## src/rtl/reset_seq_pkg.sv

```systemverilog
// Shared definitions for the reset sequencer: FSM state codes, cause bit
// positions and the state-to-output decode.
package reset_seq_pkg;

    typedef logic [2:0] state_t;

    localparam state_t IDLE    = 3'd0;
    localparam state_t QUAL    = 3'd1;
    localparam state_t FULL    = 3'd2;
    localparam state_t HOLD    = 3'd3;
    localparam state_t SPECIAL = 3'd4;

    localparam int CAUSE_POR   = 0;
    localparam int CAUSE_PIN   = 1;
    localparam int CAUSE_WDT   = 2;
    localparam int CAUSE_SOFT0 = 3;

    // Returns {reset, clrpc}; a QUAL entered from SPECIAL keeps the PC clear pending.
    function automatic logic [1:0] out_decode(input state_t st, input logic spec_pend);
        logic [1:0] v;
        case (st)
            FULL, HOLD: v = 2'b11;
            SPECIAL:    v = 2'b01;
            QUAL:       v = {1'b0, spec_pend};
            default:    v = 2'b00;
        endcase
        return v;
    endfunction

endpackage

```

## src/rtl/reset_seq_sync_stages.sv

```systemverilog
// Parametrised N-flop synchroniser with asynchronous active-high clear.
module sync_stages #(
    parameter int STAGES = 2
) (
    input  logic i_clk,
    input  logic i_clr,
    input  logic i_d,
    output logic o_q
);

    logic [STAGES-1:0] r_sync;

    // Shift chain; bit 0 samples the asynchronous input.
    always_ff @(posedge i_clk or posedge i_clr) begin
        if (i_clr) begin
            r_sync <= {STAGES{1'b0}};
        end else begin
            r_sync <= {r_sync[STAGES-2:0], i_d};
        end
    end

    assign o_q = r_sync[STAGES-1];

endmodule

```

## src/rtl/reset_seq.sv

```systemverilog
// Sequenced internal reset: pin qualification, Z80 special reset, stretch and
// sticky cause. Optional watchdog source enabled by defining RESET_WDT_EN.
module reset_seq
    import reset_seq_pkg::*;
#(
    parameter int SYNC_STAGES = 2,
    parameter int QUAL_CYCLES = 3,
    parameter int STRETCH     = 2,
    parameter int NUM_SOFT    = 1,
    parameter int WDT_WIDTH   = 16
) (
    input  logic                  i_clk,
    input  logic                  i_fpga_reset,
    input  logic                  i_reset_in,
    input  logic [NUM_SOFT-1:0]   i_soft_req,
    input  logic                  i_m1,
    input  logic                  i_t2,
    input  logic                  i_wdt_kick,
    input  logic                  i_cause_clr,
    output logic                  o_reset,
    output logic                  o_nreset,
    output logic                  o_clrpc,
    output logic [NUM_SOFT+2:0]   o_cause
);

    localparam int CMAX = (QUAL_CYCLES > STRETCH) ? QUAL_CYCLES : STRETCH;
    localparam int CW   = $clog2(CMAX + 1);
    localparam int CZ   = NUM_SOFT + 3;
    localparam logic [CW-1:0] CNT_ONE      = CW'(1);
    localparam logic [CW-1:0] QUAL_LAST    = CW'(QUAL_CYCLES - 1);
    localparam logic [CW-1:0] STRETCH_LAST = (STRETCH > 1) ? CW'(STRETCH - 1) : {CW{1'b0}};
    localparam logic [CZ-1:0] CAUSE_RST    = CZ'(1) << CAUSE_POR;

    state_t          r_state, w_state_nxt;
    logic [CW-1:0]   r_cnt, w_cnt_nxt, w_cnt_inc;
    logic            r_m1_cap, w_m1_cap_nxt;
    logic            r_spec_pend, w_spec_pend_nxt;
    logic            r_pin_d;
    logic            r_reset, r_nreset, r_clrpc;
    logic [CZ-1:0]   r_cause, w_set;
    logic            w_pin_s, w_pin_rise, w_pin_full;
    logic            w_wdt_exp, w_hard_req, w_any_req;
    logic [1:0]      w_out_nxt;

    sync_stages #(.STAGES(SYNC_STAGES)) u_pin_sync (
        .i_clk (i_clk),
        .i_clr (i_fpga_reset),
        .i_d   (i_reset_in),
        .o_q   (w_pin_s)
    );

`ifdef RESET_WDT_EN
    logic [WDT_WIDTH-1:0] r_wdt;

    assign w_wdt_exp = &r_wdt;

    // Watchdog runs only while the core is out of reset; a kick beats the increment.
    always_ff @(posedge i_clk or posedge i_fpga_reset) begin
        if (i_fpga_reset) begin
            r_wdt <= {WDT_WIDTH{1'b0}};
        end else if (i_wdt_kick || w_wdt_exp || r_reset) begin
            r_wdt <= {WDT_WIDTH{1'b0}};
        end else if (r_state == IDLE || r_state == SPECIAL) begin
            r_wdt <= r_wdt + {{(WDT_WIDTH-1){1'b0}}, 1'b1};
        end else begin
            r_wdt <= r_wdt;
        end
    end
`else
    logic w_unused_kick;
    assign w_unused_kick = i_wdt_kick;
    assign w_wdt_exp     = 1'b0;
`endif

    assign w_pin_rise = w_pin_s & ~r_pin_d;
    assign w_hard_req = (|i_soft_req) | w_wdt_exp;
    assign w_any_req  = w_hard_req | w_pin_s;
    assign w_cnt_inc  = (r_cnt == {CW{1'b1}}) ? r_cnt : r_cnt + CNT_ONE;

    // Next-state logic; soft/watchdog requests always pre-empt the pin path.
    always_comb begin
        w_state_nxt     = r_state;
        w_cnt_nxt       = r_cnt;
        w_m1_cap_nxt    = r_m1_cap;
        w_spec_pend_nxt = r_spec_pend;
        w_pin_full      = 1'b0;
        case (r_state)
            IDLE: begin
                if (w_hard_req) begin
                    w_state_nxt = FULL;
                end else if (w_pin_rise) begin
                    w_state_nxt     = QUAL;
                    w_cnt_nxt       = CNT_ONE;
                    w_m1_cap_nxt    = i_m1;
                    w_spec_pend_nxt = 1'b0;
                end else begin
                    w_state_nxt = IDLE;
                end
            end
            QUAL: begin
                if (w_hard_req) begin
                    w_state_nxt = FULL;
                end else if (w_pin_s) begin
                    if (r_cnt >= QUAL_LAST) begin
                        w_state_nxt = FULL;
                        w_pin_full  = 1'b1;
                    end else begin
                        w_cnt_nxt = w_cnt_inc;
                    end
                end else if (r_m1_cap) begin
                    w_state_nxt = SPECIAL;
                end else begin
                    w_state_nxt = IDLE;
                end
            end
            FULL: begin
                if (w_any_req) begin
                    w_state_nxt = FULL;
                end else if (STRETCH == 0) begin
                    w_state_nxt = IDLE;
                end else begin
                    w_state_nxt = HOLD;
                    w_cnt_nxt   = {CW{1'b0}};
                end
            end
            HOLD: begin
                if (w_any_req) begin
                    w_state_nxt = FULL;
                    w_pin_full  = w_pin_s;
                end else if (r_cnt >= STRETCH_LAST) begin
                    w_state_nxt = IDLE;
                end else begin
                    w_cnt_nxt = w_cnt_inc;
                end
            end
            SPECIAL: begin
                if (w_hard_req) begin
                    w_state_nxt = FULL;
                end else if (w_pin_rise) begin
                    // A glitch during this QUAL must fall back here, so force m1_cap.
                    w_state_nxt     = QUAL;
                    w_cnt_nxt       = CNT_ONE;
                    w_m1_cap_nxt    = 1'b1;
                    w_spec_pend_nxt = 1'b1;
                end else if (i_m1 && i_t2) begin
                    w_state_nxt = IDLE;
                end else begin
                    w_state_nxt = SPECIAL;
                end
            end
            default: begin
                w_state_nxt = HOLD;
                w_cnt_nxt   = {CW{1'b0}};
            end
        endcase
    end

    // Cause bits raised by whichever sources cause entry into FULL.
    always_comb begin
        w_set = {CZ{1'b0}};
        if (w_state_nxt == FULL && r_state != FULL) begin
            w_set[CAUSE_PIN]                = w_pin_full;
            w_set[CAUSE_WDT]                = w_wdt_exp;
            w_set[CAUSE_SOFT0 +: NUM_SOFT] = i_soft_req;
        end else begin
            w_set = {CZ{1'b0}};
        end
    end

    assign w_out_nxt = out_decode(w_state_nxt, w_spec_pend_nxt);

    // FSM state and output registers; outputs track the state they enter with.
    always_ff @(posedge i_clk or posedge i_fpga_reset) begin
        if (i_fpga_reset) begin
            r_state     <= HOLD;
            r_cnt       <= {CW{1'b0}};
            r_m1_cap    <= 1'b0;
            r_spec_pend <= 1'b0;
            r_pin_d     <= 1'b0;
            r_reset     <= 1'b1;
            r_nreset    <= 1'b0;
            r_clrpc     <= 1'b1;
        end else begin
            r_state     <= w_state_nxt;
            r_cnt       <= w_cnt_nxt;
            r_m1_cap    <= w_m1_cap_nxt;
            r_spec_pend <= w_spec_pend_nxt;
            r_pin_d     <= w_pin_s;
            r_reset     <= w_out_nxt[1];
            r_nreset    <= ~w_out_nxt[1];
            r_clrpc     <= w_out_nxt[0];
        end
    end

    // Sticky cause register; a bit being set survives a simultaneous clear.
    always_ff @(posedge i_clk or posedge i_fpga_reset) begin
        if (i_fpga_reset) begin
            r_cause <= CAUSE_RST;
        end else if (i_cause_clr) begin
            r_cause <= w_set;
        end else begin
            r_cause <= r_cause | w_set;
        end
    end

    assign o_reset  = r_reset;
    assign o_nreset = r_nreset;
    assign o_clrpc  = r_clrpc;
    assign o_cause  = r_cause;

endmodule

```

## config.mk

```make
export PLATFORM = sky130hd
export DESIGN_NAME = reset_seq
export DESIGN_NICKNAME = d
export VERILOG_FILES = /design/src/rtl/reset_seq_pkg.sv /design/src/rtl/reset_seq_sync_stages.sv /design/src/rtl/reset_seq.sv
export SDC_FILE = /design/constraint.sdc
export NUM_CORES = 1
export LEC_CHECK = 0
export ABC_AREA = 0
export BUFFER_PORTS_ARGS = -buffer_cell sky130_fd_sc_hd__buf_2
export CAP_MARGIN = 15
export CORE_MARGIN = 2
export CORE_UTILIZATION = 40
export CTS_BUF_LIST = sky130_fd_sc_hd__clkbuf_4
export CTS_CLUSTER_SIZE = 12
export DETAILED_ROUTE_END_ITERATION = 10
export GPL_ROUTABILITY_DRIVEN = 0
export PLACE_DENSITY_LB_ADDON = 0.08
export SKIP_CTS_REPAIR_TIMING = 1
export SLEW_MARGIN = 20
export SYNTH_ARGS = -nofsm -noshare
export SYNTH_HDL_FRONTEND = slang
export SYNTH_SLANG_ARGS = --single-unit
```

## constraint.sdc

```tcl
create_clock -name i_clk -period 3.9 [get_ports i_clk]
set_input_delay 0.195 -clock i_clk [delete_from_list [all_inputs] [get_ports i_clk]]
set_output_delay 0.195 -clock i_clk [all_outputs]
set_load 0.005 [all_outputs]
```

==> results of run 1 <==
[state kept, by name, summed over array words and instances, names as in the netlist]
signal / count
r_cnt: 2
o_reset: 1
o_clrpc: 1
r_pin_d: 1
o_nreset: 1
r_spec_pend: 1
r_m1_cap: 1
o_cause: 3
u_pin_sync.r_sync: 2
r_state: 3
[metal layers]
layer / track usage (%) / wire length (um)
met5: 0 / 0
met4: 8.33 / 12
met3: 2.69 / 20
met2: 24.4 / 590
met1: 19.6 / 640
[cell families after synthesis]
logic type | count (synthesis) | share of synthesized area, %
compound gates | 17 | 16.5
simple gates | 17 | 12.8
flops | 16 | 55.3
buf+inv | 9 | 5.10
mux | 3 | 4.76
fa+ha+maj | 3 | 5.10
other cells | 1 | 0.510
[final timing paths]
kind,start,to,depth (start not counted)
min reg2reg,u_pin_sync.r_sync[0]$_DFF_PP0_,u_pin_sync.r_sync[1]$_DFF_PP0_,0
min in group i_clk,i_reset_in,u_pin_sync.r_sync[0]$_DFF_PP0_,1
max reg2reg,r_cnt[1]$_DFFE_PP0P_,o_clrpc$_DFF_PP1_,6
max,r_cnt[1]$_DFFE_PP0P_,o_clrpc$_DFF_PP1_,6
max in group asynchronous,i_fpga_reset,r_pin_d$_DFF_PP0_,2
min,i_fpga_reset,o_nreset$_DFF_PP0_,2
[cell type report]
cell class / instances / share of cell area, %
Clock buffer: 3 / 2.66
Inverter: 8 / 3.55
Tap cell: 25 / 3.70
Multi-Input combinational cell: 41 / 34.5
Sequential cell: 16 / 48.1
Timing Repair Buffer: 12 / 7.10
Clock inverter: 1 / 0.444
[critical path, delay by kind of cell (launching register included)]
kind / cells / cell delay [ps]
adders and majority gates: 1 / 200
buffers and inverters: 1 / 80
DFF: 1 / 420
and+or+nand+nor: 1 / 160
AOI/OAI and AO/OA: 3 / 790
[report_power, final]
group          switching [mW]  internal (mW)
clock network          0.0511         0.0371
registers              0.0290          0.211
logic                  0.0743         0.0664
total                   0.154          0.314
[Yosys cell counts]
| library cell | n | area share, % |
|---|---|---|
| a211o_1 | 2 | 2.4 |
| a211o_2 | 1 | 1.4 |
| a21oi_1 | 2 | 1.4 |
| a22oi_1 | 1 | 1.0 |
| a41o_1 | 1 | 1.4 |
| a41o_2 | 1 | 1.5 |
| and2b_1 | 1 | 1.0 |
| and3b_1 | 1 | 1.2 |
| and4bb_1 | 1 | 1.7 |
| buf_4 | 1 | 1.0 |
| conb_1 | 1 | 0.51 |
| dfrtp_1 | 11 | 37 |
| dfstp_2 | 5 | 18 |
| ha_1 | 3 | 5.1 |
| inv_1 | 8 | 4.1 |
| mux2_4 | 1 | 2.0 |
| mux2i_1 | 2 | 2.7 |
| nand2_1 | 2 | 1.0 |
| nand3_1 | 2 | 1.4 |
| nand4_1 | 1 | 0.85 |
| nor2_1 | 6 | 3.1 |
| nor2b_1 | 3 | 2.6 |
| o21a_1 | 1 | 1.0 |
| o21ai_0 | 6 | 4.1 |
| o41ai_1 | 2 | 2.4 |
==> out/qor.yml, run 1 <==
grt:
  grt_pass1_vias: 583
  grt_max_degree: 17
  track_usage_pct: 15.3
  gr-total-overflow: 0
  grt_first_pass_wirelength_um: 2370
  antenna_found_initial: 0
run_status:
  violations: "hold timing"
  status: "finished with violations"
worst_setup_path:
  cp_slowest_cell: "dfrtp_1"
  crit_chain: "inv_1 > ha_1 > and3b_1 > a41o_1 > a211o_1 > a211o_1"
  regToRegSetupSlack_ps: 2190
  cp.required_ps: 4120
  cp-start-kind: "flop"
  crit_path_max_fanout: 5
  slowest_delay_ps: 420
  cp_common_cell: "a211o_1"
  path_class: "reg -> reg"
  crit_arrival_ps: 1930
  critical_path.endpoint_type: "flop"
layout:
  drive_gt1_share_pct: 28.4
  multi_input_area_um2: 292
  finalNetCount: 93
  final_common_cell: "buf_2"
  utilization_pct: 49.0
  fill_cells: 161
  num_antenna_cells: 0
  post-route-cell-area_um2: 846
  area_delta_synth_final_pct: 15.0
  register_area_um2: 407
  final_cells: 106
  final_cell_mix: "buf_2 (12), dfrtp_1 (11), inv_1 (8)"
clock_tree:
  clock_latency_ps: 280
  root_buffer: "clkbuf_4"
  cts_tree: "done"
  clk_path_buf_depth: 2
  htree_levels: 1
  numCtsBuffers: 3
  path_clk_slew_ps: 90
  cts_sinks: 16
drt:
  drc_errors: 0
  ant_nets: 0
  drt_iter0_drc: 2
  vias_per_cell: 4.92
  vias: 521
  routed_wl_um: 1260
  post_drt_wl_per_cell_um: 11.9
  firstDrtPassIters: 3
timing:
  tightest_slew_ps: 584
  skew_ps: 2.49
  period_minus_slack_ps: 1710
  tns_ps: 0
  fmax_mhz: 585
  min_period_over_period_pct: 43.8
  final-max-slew-violation-count: 0
  fin_hold_ws_ps: -41.4
  relSlewSlack_pct: 61.0
  grt_setup_unrepaired: "no"
  setup_violations: 0
  fin_ws_ps: 2190
  finalHoldViolCount: 11
place:
  port_buffers: 12
  place_hpwl_um: 912
  dpl_cell_area_um2: 820
  dp_slack_ps: 2200
  placed_cells: 102
worst_hold_path:
  hold_path.class: "in -> async"
pwr:
  powerDensity_nw_per_um2: 554
  leakagePower_nw: 0.434
  p_total_uw: 469
  irDropWorstVdd_mv: 0.262
die:
  coreArea_um2: 1730
  rows: 15
  initial_core_util_pct: 42.6
  die_w_um: 46.9
  die_y_um: 46.9
  die_area_um2: 2200
  ios: 15
synth:
  syn_nets: 77
  ys_types: 25
  ys_warn_count: 0
  ys_seq_area_share_pct: 55.3
  avgSynthCellArea_um2: 11.1
  synth_area_um2: 736
  ys_ff_latch: 16
  syn_inst: 66
run:
  maxCapViolations: 0
Note: power is estimated with default switching activity, not from simulation.
==> inputs of run 2 (changes only) <==
==> constraint.sdc (replaced) <==
create_clock -name i_clk -period 1.7 [get_ports i_clk]
set_input_delay 0.085 -clock i_clk [delete_from_list [all_inputs] [get_ports i_clk]]
set_output_delay 0.085 -clock i_clk [all_outputs]
set_load 0.005 [all_outputs]
==> run 2 against run 1 <==
Effect of this change:
- the run now ends clean
- clock power is 130% higher
- worst setup slack worse by 2100 ps
- first-iteration DRC count grew to 5.0 times the previous value
- non-clock buffer count is 7 higher
- cell count is 6.6% higher
- sequential power is 120% higher
- global-route usage is 0.25 points higher
- worst hold slack better by 120 ps
- critical path type unchanged
==> out/qor.yml, run 2 (synthesized netlist as in run 1, its figures left out) <==
run_status:
  status: "complete, no violations"  # was finished with violations
die:
  rows: 15  # unchanged
  die_area_um2: 2200  # unchanged
  die_y_um: 46.9  # unchanged
  initial_core_util_pct: 42.6  # unchanged
  ios: 15  # unchanged
  die_w_um: 46.9  # unchanged
  coreArea_um2: 1730  # unchanged
worst_setup_path:
  cp-startpoint: "r_cnt[0]$_DFFE_PP0P_"  # was r_cnt[1]$_DFFE_PP0P_
  reg2reg_from: "r_cnt[0]$_DFFE_PP0P_"  # was r_cnt[1]$_DFFE_PP0P_
  critical_path.endpoint_type: "flop"  # unchanged
  r2r-end: "o_clrpc$_DFF_PP1_"  # unchanged
  cp-start-kind: "flop"  # unchanged
  setup.worst_path.end: "o_clrpc$_DFF_PP1_"  # unchanged
  crit_arrival_ps: 1870  # was 1930 ps
  path_class: "reg -> reg"  # unchanged
  cp.required_ps: 1920  # was 4120 ps
  crit_path_max_fanout: 4  # was 5
  regToRegSetupSlack_ps: 40  # was 2190 ps
  r2r_cells: 6  # unchanged
place:
  port_buffers: 12  # unchanged
  place_hpwl_um: 972  # was 912 um
layout:
  final_common_cell: "buf_2"  # unchanged
  drive_gt1_share_pct: 35.2  # was 28.4%
  area_delta_synth_final_pct: 25.5  # was 15.0%
  finalNetCount: 100  # was 93
  num_antenna_cells: 0  # unchanged
  final_cell_mix: "buf_2 (12), dfrtp_1 (11), inv_1 (8)"  # unchanged
  utilization_pct: 53.5  # was 49.0%
pwr:
  powerDensity_nw_per_um2: 1250  # was 554 nW/um2
  power.switching_uw: 386  # was 154 uW
  p_total_mw: 1.16  # was 469 uW
  comb_power_share_pct: 36.6  # was 30.0%
  cellInternalPower_uw: 771  # was 314 uW
  leakagePower_nw: 0.474  # was 0.434 nW
  switching_share_pct: 33.3  # was 32.9%
  pwr-share-clk_pct: 17.9  # was 18.8%
  irDropWorstVdd_mv: 0.585  # was 0.262 mV
  seqPwrFrac_pct: 45.6  # was 51.2%
timing:
  finalHoldViolCount: 0  # was 11
  period_minus_slack_ps: 1660  # was 1710 ps
  skew_ps: 6.58  # was 2.49 ps
  tns_ps: 0  # unchanged
  fin_hold_ws_ps: 75.2  # was -41.4 ps
  final-max-slew-violation-count: 0  # unchanged
  tightest_slew_ps: 584  # about the same
  min_period_over_period_pct: 97.5  # was 43.8%
  fmax_mhz: 604  # was 585 MHz
  setup_violations: 0  # unchanged
  relSlewSlack_pct: 61.0  # about the same
  grt_setup_unrepaired: "no"  # unchanged
drt:
  vias_per_cell: 4.94  # was 4.92
  drt_iter0_drc: 10  # was 2
  drc_errors: 0  # unchanged
  post_drt_wl_per_cell_um: 12.9  # was 11.9 um
  ant_nets: 0  # unchanged
  vias: 558  # was 521
  firstDrtPassIters: 4  # was 3
  routed_wl_um: 1460  # was 1260 um
clock_tree:
  numCtsBuffers: 3  # unchanged
  root_buffer: "clkbuf_4"  # unchanged
  cts_sinks: 16  # unchanged
  clock_latency_ps: 290  # was 280 ps
  clk_path_buf_depth: 2  # unchanged
  cts_tree: "done"  # unchanged
  htree_levels: 1  # unchanged
  path_clk_slew_ps: 100  # was 90 ps
grt:
  grt_first_pass_wirelength_um: 2330  # was 2370 um
  antenna_found_initial: 0  # unchanged
  grt_pass1_vias: 533  # was 583
  grt_max_degree: 17  # unchanged
  gr-total-overflow: 0  # unchanged
  track_usage_pct: 15.5  # was 15.3%
worst_hold_path:
  hold_path.class: "in -> reg"  # was in -> async
run:
  maxCapViolations: 0  # unchanged
==> run 2: cell types whose count changed in the layout (fill, tap and decap cells not counted), sizes merged <==
cell	delta
dlygate4sd3	+3
buf	+4
==> run 2: cell type report <==
cell class              instances  area (um2)
fillers                       179         803
flip-flops and latches         16         407
multi-input cells              41         309
repair buffers                 19         120
well taps                      25        31.3
inverters                       8        30.0
clock buffers                   3        22.5
clock inverters                 1        3.75
==> run 2: power groups by stage <==
stage	Combinational, mW	Clock [mW]	Sequential, mW
final	0.423	0.207	0.527
after global routing	0.473	0.232	0.541
after CTS	0.388	0.220	0.532
after detailed placement	0.385	0	0.539
after global placement	0.383	0	0.537
after floorplan	0.226	0	0.549
==> run 2: through the flow <==
stage / instance area [um2] / setup slack [ps] / instances
after CTS: 868 / -1.11 / 109
after global placement: 842 / 34.7 / 105
final: 923 / 43.2 / 113
after detailed placement: 842 / 25.9 / 105
after floorplan: 736 / 111 / 66
after global routing: 923 / 14.2 / 113
==> run 2: critical path, cell delays in order, from the launching register on <==
cell and delay, ps:
dfrtp_1 360, inv_1 80, ha_2 200, and3b_1 170, a41o_1 230, a211o_1 280, a211o_1 260
==> run 2: worst min-delay path by stage <==
stage / from / endpoint / slack (ps) / cells after the start
after floorplan: i_fpga_reset / o_cause[1]$_DFF_PP0_ / -5 / 1
after global placement: i_fpga_reset / u_pin_sync.r_sync[0]$_DFF_PP0_ / 180 / 2
after detailed placement: i_fpga_reset / u_pin_sync.r_sync[0]$_DFF_PP0_ / 190 / 2
after CTS: i_fpga_reset / r_spec_pend$_DFF_PP0_ / -140 / 2
after global routing: i_m1 / r_m1_cap$_DFFE_PP0P_ / 110 / 3
final: i_m1 / r_m1_cap$_DFFE_PP0P_ / 80 / 3
==> run 2: metal layers <==
layer  up-vias  GRT usage (%)  part of all wire, %
li1        275              -                    -
met1       266           19.7                   46
met2        15           24.7                   50
met3         2           2.31                  3.7
met4         0           10.0                 0.82
met5         -              0                    0
==> inputs of run 3 (changes only) <==
==> constraint.sdc (replaced) <==
create_clock -name i_clk -period 1.9 [get_ports i_clk]
set_input_delay 0.095 -clock i_clk [delete_from_list [all_inputs] [get_ports i_clk]]
set_output_delay 0.095 -clock i_clk [all_outputs]
set_load 0.005 [all_outputs]
==> run 3 against run 2 <==
Effect of this change:
- combinational power down 31%
- global-route usage down 0.97 points
- largest cell class unchanged
- sequential share of layout area up 2.4 points
- first-iteration DRC count down 60%
==> out/qor.yml, run 3 (synthesized netlist as in run 1, its figures left out) <==
worst_setup_path:
  cp.required_ps: 2120  # was 1920 ps
  path_class: "reg -> reg"  # unchanged
  crit_arrival_ps: 1960  # was 1870 ps
  crit_path_max_fanout: 5  # was 4
  cp_common_cell: "a211o_1"  # unchanged
  crit_chain: "inv_1 > ha_1 > and3b_1 > a41o_1 > a211o_1 > a211o_1"  # was inv_1 > ha_2 > and3b_1 > a41o_1 > a211o_1 > a211o_1
  critical_path.endpoint_type: "flop"  # unchanged
  regToRegSetupSlack_ps: 160  # was 40 ps
  cp-start-kind: "flop"  # unchanged
  r2r_cells: 6  # unchanged
  cp_slowest_cell: "dfrtp_1"  # unchanged
  slowest_delay_ps: 430  # was 360 ps
place:
  placed_cells: 102  # was 105
  dpl_cell_area_um2: 820  # was 842 um2
  port_buffers: 12  # unchanged
  place_hpwl_um: 933  # was 972 um
  dp_slack_ps: 192  # was 25.9 ps
layout:
  fill_cells: 173  # was 179
  drive_gt1_share_pct: 27.4  # was 35.2%
  final_cells: 109  # was 113
  multi_input_area_um2: 292  # was 309 um2
  num_antenna_cells: 0  # unchanged
  final_common_cell: "buf_2"  # unchanged
  finalNetCount: 96  # was 100
  utilization_pct: 50.7  # was 53.5%
  register_area_um2: 407  # unchanged
  post-route-cell-area_um2: 876  # was 923 um2
  area_delta_synth_final_pct: 19.0  # was 25.5%
  final_cell_mix: "buf_2 (12), dfrtp_1 (11), inv_1 (8)"  # unchanged
worst_hold_path:
  min_path_cells: 3  # unchanged
  hold_path.class: "in -> reg"  # unchanged
grt:
  gr-total-overflow: 0  # unchanged
  track_usage_pct: 14.5  # was 15.5%
  grt_first_pass_wirelength_um: 2190  # was 2330 um
  grt_pass1_vias: 499  # was 533
  antenna_found_initial: 0  # unchanged
  grt_max_degree: 17  # unchanged
clock_tree:
  path_clk_slew_ps: 90  # was 100 ps
  clk_path_buf_depth: 2  # unchanged
  root_buffer: "clkbuf_4"  # unchanged
  clock_latency_ps: 280  # was 290 ps
  cts_tree: "done"  # unchanged
  htree_levels: 1  # unchanged
  cts_sinks: 16  # unchanged
  numCtsBuffers: 3  # unchanged
timing:
  fin_ws_ps: 161  # was 43.2 ps
  skew_ps: 3.96  # was 6.58 ps
  finalHoldViolCount: 0  # unchanged
  fmax_mhz: 575  # was 604 MHz
  grt_setup_unrepaired: "no"  # unchanged
  final-max-slew-violation-count: 0  # unchanged
  setup_violations: 0  # unchanged
  fin_hold_ws_ps: 96.7  # was 75.2 ps
  period_minus_slack_ps: 1740  # was 1660 ps
  relSlewSlack_pct: 62.1  # was 61.0%
  tns_ps: 0  # unchanged
  tightest_slew_ps: 568  # was 584 ps
  min_period_over_period_pct: 91.5  # was 97.5%
drt:
  post_drt_wl_per_cell_um: 12.2  # was 12.9 um
  drc_errors: 0  # unchanged
  firstDrtPassIters: 4  # unchanged
  ant_nets: 0  # unchanged
  vias: 525  # was 558
  vias_per_cell: 4.82  # was 4.94
  routed_wl_um: 1330  # was 1460 um
  drt_iter0_drc: 4  # was 10
die:
  rows: 15  # unchanged
  die_area_um2: 2200  # unchanged
  ios: 15  # unchanged
  die_w_um: 46.9  # unchanged
  die_y_um: 46.9  # unchanged
  coreArea_um2: 1730  # unchanged
  initial_core_util_pct: 42.6  # unchanged
pwr:
  powerDensity_nw_per_um2: 1100  # was 1250 nW/um2
  irDropWorstVdd_mv: 0.549  # was 0.585 mV
  p_total_uw: 966  # was 1.16 mW
  leakagePower_nw: 0.446  # was 0.474 nW
run:
  maxCapViolations: 0  # unchanged
run_status:
  status: "complete, no violations"  # unchanged
## run 3: power breakdown
group	switching, mW	internal [mW]	leakage [nW]
Clock	0.103	0.0761	0.0154
Combinational	0.153	0.139	0.237
Sequential	0.0602	0.433	0.193
## run 3: per-layer routing
metal | track usage, % | vias up | routed length [um]
met5 | 0 | - | 0
met1 | 18.4 | 251 | 649
li1 | - | 266 | -
met2 | 22.7 | 6 | 625
met3 | 2.31 | 2 | 29
met4 | 10.0 | 0 | 21
## run 3: critical path: cells and delay by family, from the launching register on
family | cells | cell delay, ps
adder cells (fa/ha/maj) | 1 | 200
buffers and inverters | 1 | 80
AO/OA/AOI/OAI | 3 | 800
flip-flops | 1 | 430
AND/OR/NAND/NOR | 1 | 170
## run 3: final timing paths
check,from,endpoint
max in group asynchronous,i_fpga_reset,r_state[0]$_DFF_PP1_
hold / removal,i_m1,r_m1_cap$_DFFE_PP0P_
setup reg to reg,r_cnt[1]$_DFFE_PP0P_,o_clrpc$_DFF_PP1_
hold reg to reg,u_pin_sync.r_sync[0]$_DFF_PP0_,u_pin_sync.r_sync[1]$_DFF_PP0_
setup / recovery,r_cnt[1]$_DFFE_PP0P_,o_clrpc$_DFF_PP1_
min in group asynchronous,i_fpga_reset,o_nreset$_DFF_PP0_
## run 3: area by class of cell
cell class                 instances  share of cell area (%)
multi-input combinational         41                    33.3
tap                               25                    3.57
inverter                           8                    3.43
clock buffer                       3                    2.57
sequential                        16                    46.4
clock inverter                     1                   0.429
timing repair buffer              15                    10.3
